**src/rtl/vga_fb_reader.sv**
```systemverilog
// rtl/vga_fb_reader.sv - VGA timing generator and 4x-upscaled RGB332 framebuffer reader
// Owns the framebuffer read port; one-pixel pipeline from counters to DAC outputs.
module vga_fb_reader #(
    parameter int H_ACTIVE = 640,
    parameter int H_FP     = 16,
    parameter int H_SYNC   = 96,
    parameter int H_BP     = 48,
    parameter int V_ACTIVE = 480,
    parameter int V_FP     = 10,
    parameter int V_SYNC   = 2,
    parameter int V_BP     = 33,
    parameter int FB_W     = 160,
    parameter int ADDR_W   = 15
) (
    input  logic              clk,
    input  logic              rst,
    input  logic              pix_en,
    output logic [ADDR_W-1:0] fb_addr,
    input  logic [7:0]        fb_data,
    output logic              hsync,
    output logic              vsync,
    output logic              sync_b,
    output logic              blank_b,
    output logic [7:0]        r,
    output logic [7:0]        g,
    output logic [7:0]        b,
    output logic              frame_start
);
    localparam int H_TOT = H_ACTIVE + H_FP + H_SYNC + H_BP;
    localparam int V_TOT = V_ACTIVE + V_FP + V_SYNC + V_BP;
    localparam int HW    = $clog2(H_TOT);
    localparam int VW    = $clog2(V_TOT);

    localparam logic [HW-1:0]     H_LAST     = HW'(H_TOT - 1);
    localparam logic [VW-1:0]     V_LAST     = VW'(V_TOT - 1);
    localparam logic [HW-1:0]     H_VIS      = HW'(H_ACTIVE);
    localparam logic [VW-1:0]     V_VIS      = VW'(V_ACTIVE);
    localparam logic [VW-1:0]     V_LAST_VIS = VW'(V_ACTIVE - 1);
    localparam logic [HW-1:0]     HS_START   = HW'(H_ACTIVE + H_FP);
    localparam logic [HW-1:0]     HS_END     = HW'(H_ACTIVE + H_FP + H_SYNC);
    localparam logic [VW-1:0]     VS_START   = VW'(V_ACTIVE + V_FP);
    localparam logic [VW-1:0]     VS_END     = VW'(V_ACTIVE + V_FP + V_SYNC);
    localparam logic [ADDR_W-1:0] FB_STEP    = ADDR_W'(FB_W);

    logic [HW-1:0]     hcnt_q, hcnt_d;
    logic [VW-1:0]     vcnt_q, vcnt_d;
    logic [ADDR_W-1:0] line_base_q, line_base_d;
    logic [ADDR_W-1:0] h_word;
    logic              h_wrap, v_wrap, vis, hs_n, vs_n;

    assign h_wrap = (hcnt_q == H_LAST);
    assign v_wrap = (vcnt_q == V_LAST);
    assign vis    = (hcnt_q < H_VIS) && (vcnt_q < V_VIS);
    assign hs_n   = !((hcnt_q >= HS_START) && (hcnt_q < HS_END));
    assign vs_n   = !((vcnt_q >= VS_START) && (vcnt_q < VS_END));

    // Column word is forced to 0 in horizontal blanking so the address never leaves the framebuffer.
    assign h_word  = (hcnt_q < H_VIS) ? ADDR_W'(hcnt_q >> 2) : '0;
    assign fb_addr = line_base_q + h_word;
    assign sync_b  = 1'b0;

    always_comb begin
        hcnt_d      = hcnt_q;
        vcnt_d      = vcnt_q;
        line_base_d = line_base_q;
        if (pix_en) begin
            if (h_wrap) begin
                hcnt_d = '0;
                if (v_wrap) begin
                    vcnt_d      = '0;
                    line_base_d = '0;
                end else begin
                    vcnt_d = vcnt_q + VW'(1);
                    // Every fourth visible line starts the next framebuffer row.
                    if ((vcnt_q[1:0] == 2'd3) && (vcnt_q < V_LAST_VIS)) begin
                        line_base_d = line_base_q + FB_STEP;
                    end
                end
            end else begin
                hcnt_d = hcnt_q + HW'(1);
            end
        end
    end

    always_ff @(posedge clk) begin
        if (rst) begin
            hcnt_q      <= '0;
            vcnt_q      <= '0;
            line_base_q <= '0;
            hsync       <= 1'b1;
            vsync       <= 1'b1;
            blank_b     <= 1'b0;
            r           <= 8'h00;
            g           <= 8'h00;
            b           <= 8'h00;
            frame_start <= 1'b0;
        end else begin
            hcnt_q      <= hcnt_d;
            vcnt_q      <= vcnt_d;
            line_base_q <= line_base_d;
            frame_start <= pix_en && h_wrap && v_wrap;
            if (pix_en) begin
                hsync   <= hs_n;
                vsync   <= vs_n;
                blank_b <= vis;
                if (vis) begin
                    r <= {fb_data[7:5], fb_data[7:5], fb_data[7:6]};
                    g <= {fb_data[4:2], fb_data[4:2], fb_data[4:3]};
                    b <= {fb_data[1:0], fb_data[1:0], fb_data[1:0], fb_data[1:0]};
                end else begin
                    r <= 8'h00;
                    g <= 8'h00;
                    b <= 8'h00;
                end
            end
        end
    end
endmodule

```
**config.mk**
```make
export PLATFORM = sky130hd
export DESIGN_NAME = vga_fb_reader
export DESIGN_NICKNAME = d
export VERILOG_FILES = /design/src/rtl/vga_fb_reader.sv
export SDC_FILE = /design/constraint.sdc
export NUM_CORES = 1
export LEC_CHECK = 0
export BUFFER_PORTS_ARGS = -buffer_cell sky130_fd_sc_hd__buf_2
export CAP_MARGIN = 20
export CORE_UTILIZATION = 42
export CTS_BUF_LIST = sky130_fd_sc_hd__clkbuf_4 sky130_fd_sc_hd__clkbuf_8 sky130_fd_sc_hd__clkbuf_16
export DETAILED_ROUTE_END_ITERATION = 8
export PLACE_DENSITY = 0.76
export RECOVER_POWER = 25
export SYNTH_ARGS = -nofsm -noshare
export SYNTH_HDL_FRONTEND = slang
export SYNTH_SLANG_ARGS = --single-unit
```
**constraint.sdc**
```tcl
create_clock -name clk -period 5.1 [get_ports clk]
set_input_delay 1.02 -clock clk [delete_from_list [all_inputs] [get_ports clk]]
set_output_delay 1.02 -clock clk [all_outputs]
set_load 0.05 [all_outputs]
```
* Word level (Yosys, flattened, before mapping)
Cells that the tools add are included.
** Operators by class
- Add/subtract/negate cells :: 4
- Magnitude comparators :: 7
- Equal/unequal tests :: 3
- Multiplexer cells :: 8
- Reductions and logical operators :: 11
** Operators by type and width (count)
- $mux W8 :: 4
- $lt A10 B9 Y1 const B :: 3
- $mux W15 :: 2
- $add A10 B1 Y10 const B :: 2
- $eq A10 B10 Y1 const B :: 2
- $lt A10 B10 Y1 const B :: 2
- $mux W10 :: 2
- $add A15 B8 Y15 :: 1
- $add A15 B8 Y15 const B :: 1
- $ge A10 B10 Y1 const B :: 1
- $ge A10 B9 Y1 const B :: 1
- $logic_and A1 B1 Y1 :: 6
- $reduce_and A3 Y1 :: 1
- $eq A2 B2 Y1 const B :: 1
- $logic_not A1 Y1 :: 2
- $reduce_and A2 Y1 :: 1
- $reduce_bool A2 Y1 :: 1
** Word-level totals
- Flip-flop bits (word level) :: 63
- Bits of input ports :: 11
- Output and inout port bits :: 44
- Word-level logic and storage cells :: 43

* Logic depth before layout (Yosys ltp)
- Depth after elaboration :: 4
- Depth in mapped cells :: 8
- Gate-level depth less buffers :: 8

* Worst setup path after synthesis
OpenSTA, ideal clock, no wires.
- Kind :: register to output
- Start :: register hcnt_q[9]
- End :: output port fb_addr[10]
- Arrival :: 2226 ps
- Required time :: 4080 ps
- Slack :: 1854 ps
- Cell stages (with the launch flop) :: 9
- Path buffers :: 1
- Path through :: dfxtp_1 buf_2 nor3b_1 ha_1 or3_1 o21ai_0 a21oi_1 nand3_1 xnor2_1
** Between the ends
- Cells in the longest elaborated chain, start to end :: 3
** RTL lines
- start: declaration :: line 45 : logic [HW-1:0] hcnt_q, hcnt_d;
- start signal: assignment :: line 98 : hcnt_q <= hcnt_d;
- $lt A10 B10 Y1 :: line 58 : assign h_word = (hcnt_q < H_VIS) ? ADDR_W'(hcnt_q >> 2) : '0;
- $mux W8 * :: line 58
- $add A15 B8 Y15 * :: line 59 : assign fb_addr = line_base_q + h_word;
- end: declaration :: line 18 : output logic [ADDR_W-1:0] fb_addr,
Every way passes the cells marked *; elsewhere a longest branch is shown, timed or not.

* Worst setup path in the final report
- Start :: register hcnt_q[9]
- End :: output port fb_addr[12]
Same word-level chain as after synthesis.

==> summary.md <==
| Metric | Value |
|---|---|
| Final min period | 3.35 ns |
| Syn Std Cell Area | 2470 µm² |
| Post-DP HPWL | ~3700 µm |
| Period Utilization, post-route | 65.6% |
| TritonCTS Buffers | 5 |
| Post-synth EDFFs | 0 |
| Post-CTS sizing | 0 |
| Worst VDD drop | between 100 and 150 µV |
| Fin nets | about 340 |
| DRT antenna net count | 0 |
| Rows | 27 |
| Count of pins over their slew limit | 34 |
| Hold buffers post-CTS | 0 |
| Pwr Density | around 240 nW/µm² |
| Routed wire length | 5070 µm |
| Net Sw Frac | 27.4% |
| CTS sink cnt | 42 |
| Synth area leaders | dfxtp_1 34%, xnor2_1 5.7%, buf_4 5.5%, ha_1 4.6%, nor2_1 4.6% |
| Residual DRC | 0 |
| Overall Power | 0.000639 W |
| Dominant cell type by area after synthesis | dfxtp_1 |
| Core area | around 5600 µm² |
| Total Routing Usage GR | 17.6% |
| Diodes inserted | 0 |
| Core Util, Final | 48.5% |
| Initial antenna violation count | 0 |
| CTS tree | yes |
| Worst Skew | roughly 0.0054 ns |
| P_int | 0.000464 W |
| Cells after synthesis | just under 300 |
| Yosys top cell area share | 34.1% |
| Count leader, synth | dfxtp_1 |
| Combinational power share | 11.8% |
| Commonest cells post-synth | 42 x dfxtp_1, 30 x nor2_1, 19 x nand2_1 |
| Number of setup buffers added after CTS | 0 |
| Failing checks | capacitance limit, slew limit |
| CP required | 4.08 ns |
| Ports | 55 |
| Clock Tree Buf Depth | 2 |
| Critical path endpoint category | output pin |
| Seq cells post-synth | 42 |
| Layout area overhead | 9.48% |
| Clock power frac | between 30% and 40% |
| Final TNS setup | 0 ns |
| Clk Latency, worst-skew pair | about 0.30 ns |
| Largest net degree at the start of global routing | 35 |
| Seq/Total Area, Yosys | 34.1% |
| Max_cap viols | 1 |
| Crit start category | register |
| First-pass iteration count of the detailed router | 4 |
| Reg clk slew, reported paths | 0.08 ns |
| RePlAce Congestion | between 0.7 and 0.8 |
| CP Max Fanout | 8 |
| Status | complete, but fails checks |
| Routed len/inst | 12.9 µm |
| Reg-to-reg slack, setup | 2.85 ns |
| Gr ovfl total | 0 |
| Slew @ Worst Pin | between 1.5 and 2 ns |
| Async SR Flop Fraction | 0% |
| Path category of the worst min-delay check | register to register |
| Die ar. | between 6000 and 7000 µm² |
| Net switching power | approximately 0.00018 W |
| Leak | ~1.2 nW |
| Relative slew slack | -0.237% |
| First-pass GRT wire length | between 8000 and 9000 µm |
| Initial core utilization | 44.3% |
| Setup CP Type | register to output pin |
| Die width | roughly 79 µm |
| Die Ht | 78.6 µm |
| Via count | 2094 |
| Via density per instance | about 5.3 |
| Prevailing post-synth register cell | dfxtp_1 |
| H-Tree Depth | 2 |
| Mean Syn Cell Area | about 8.4 µm² |
| CP arrival | between 2 and 2.5 ns |
| Yosys warns | 0 |
| Final Hold Fails | 0 |
| Clk root buf | clkbuf_8 |
| Number of library cell types mapped by synthesis | 57 |
| PortBufs | 53 |
| FILL cells | roughly 550 |
| Final setup vio count | 0 |
| Unrepaired setup endpoints after global routing | false |
| F_max | roughly 0.30 GHz |
| Seq pwr share | around 53% |
| Vias in the first global route | 1942 |
| 1st-iter DRT viols | roughly 180 |
| Layout cells sized above 1 | 21.3% |
metrics by stage:
step,hold WS [ns],instances,instance area [µm²],setup WS (ns)
2_1_floorplan,0.474,293,2470,1.85
3_3_place_gp,0.475,384,2620,2.16
3_5_place_dp,0.486,384,2620,2.09
4_1_cts,0.501,392,2710,1.74
5_1_grt,0.517,392,2700,1.53
6_report,0.501,392,2700,1.75
power by group through the flow:
stage                     Combinational (W)  Sequential (W)  Clock (W)
after floorplan                   0.0000562        0.000359          0
after global placement            0.0000760        0.000346          0
after detailed placement          0.0000766        0.000346          0
after CTS                         0.0000767        0.000338   0.000235
after global routing              0.0000805        0.000339   0.000245
final                             0.0000756        0.000338   0.000226
cell usage in the layout (no fill, tap or decap), types with 2 or more instances in the layout:
cell	count
o21ai_0	6
a31oi_1	2
xor2_1	12
nand3b_1	3
nand4_1	10
nor2b_1	3
clkbuf_1	7
dfxtp_1	42
nand2b_1	4
nand2_1	19
and2_1	4
xnor2_1	16
and4_1	2
nor2_1	30
buf_2	46
nor3_1	13
and3_1	4
ha_1	9
nand3_1	5
o21a_1	2
nor2_2	3
inv_1	6
nor4_1	5
o211a_1	2
a21oi_1	14
clkbuf_8	6
conb_1	2
mux2i_1	2
or3_1	3
a22oi_1	9
final cells by class:
| cell class | instances | area [µm²] | share of cell area, % |
|---|---|---|---|
| flip-flops and latches | 42 | 841 | 31.1 |
| multi-input cells | 209 | 1390 | 51.3 |
| repair buffers | 54 | 264 | 9.77 |
| inverters | 7 | 26.3 | 0.973 |
| well taps | 72 | 90.1 | 3.33 |
| clock inverters | 1 | 5.00 | 0.185 |
| clock buffers | 7 | 90.1 | 3.33 |
metal layers:
| metal | global-route usage, % | wire, µm |
|---|---|---|
| met4 | 6.30 | 65 |
| met1 | 22.5 | 2400 |
| met3 | 3.95 | 234 |
| met5 | 0 | 0 |
| met2 | 28.9 | 2380 |
worst max-delay path: stages (launching register included):
cell	delay, ns
dfxtp_1	0.48
nor3b_1	0.24
ha_1	0.25
or3_1	0.13
o21ai_0	0.07
a21oi_1	0.29
nand2_1	0.13
xnor2_1	0.16
buf_2	0.28
logic make-up (layout without fill, tap and decap cells):
group	after synthesis	after routing	share of synthesized area, %
adder cells (fa/ha/maj)	9	9	4.56
other	1	2	0.152
AND/OR/NAND/NOR	124	124	28.8
AO/OA/AOI/OAI	44	44	11.7
flip-flops	42	42	34.1
XOR/XNOR	28	28	9.94
multiplexers	2	2	0.811
buffers and inverters	42	69	9.94
path summary, 6_finish.rpt:
kind	startpoint	endpoint	depth (start not counted)
worst min register to register	blank_b	blank_b	2
worst min-delay path	blank_b	blank_b	2
worst max register to register	hcnt_q[0]	line_base_q[10]	6
worst max-delay path	hcnt_q[9]	fb_addr[12]	8
sequential cells by signal, indices dropped and copies added (netlist names):
| register | cells |
|---|---|
| hcnt_q | 10 |
| line_base_q | 10 |
| vcnt_q | 10 |
| g | 3 |
| r | 3 |
| b | 2 |
| blank_b | 1 |
| frame_start | 1 |
| hsync | 1 |
| vsync | 1 |
Power figures use the tool's default switching activity.
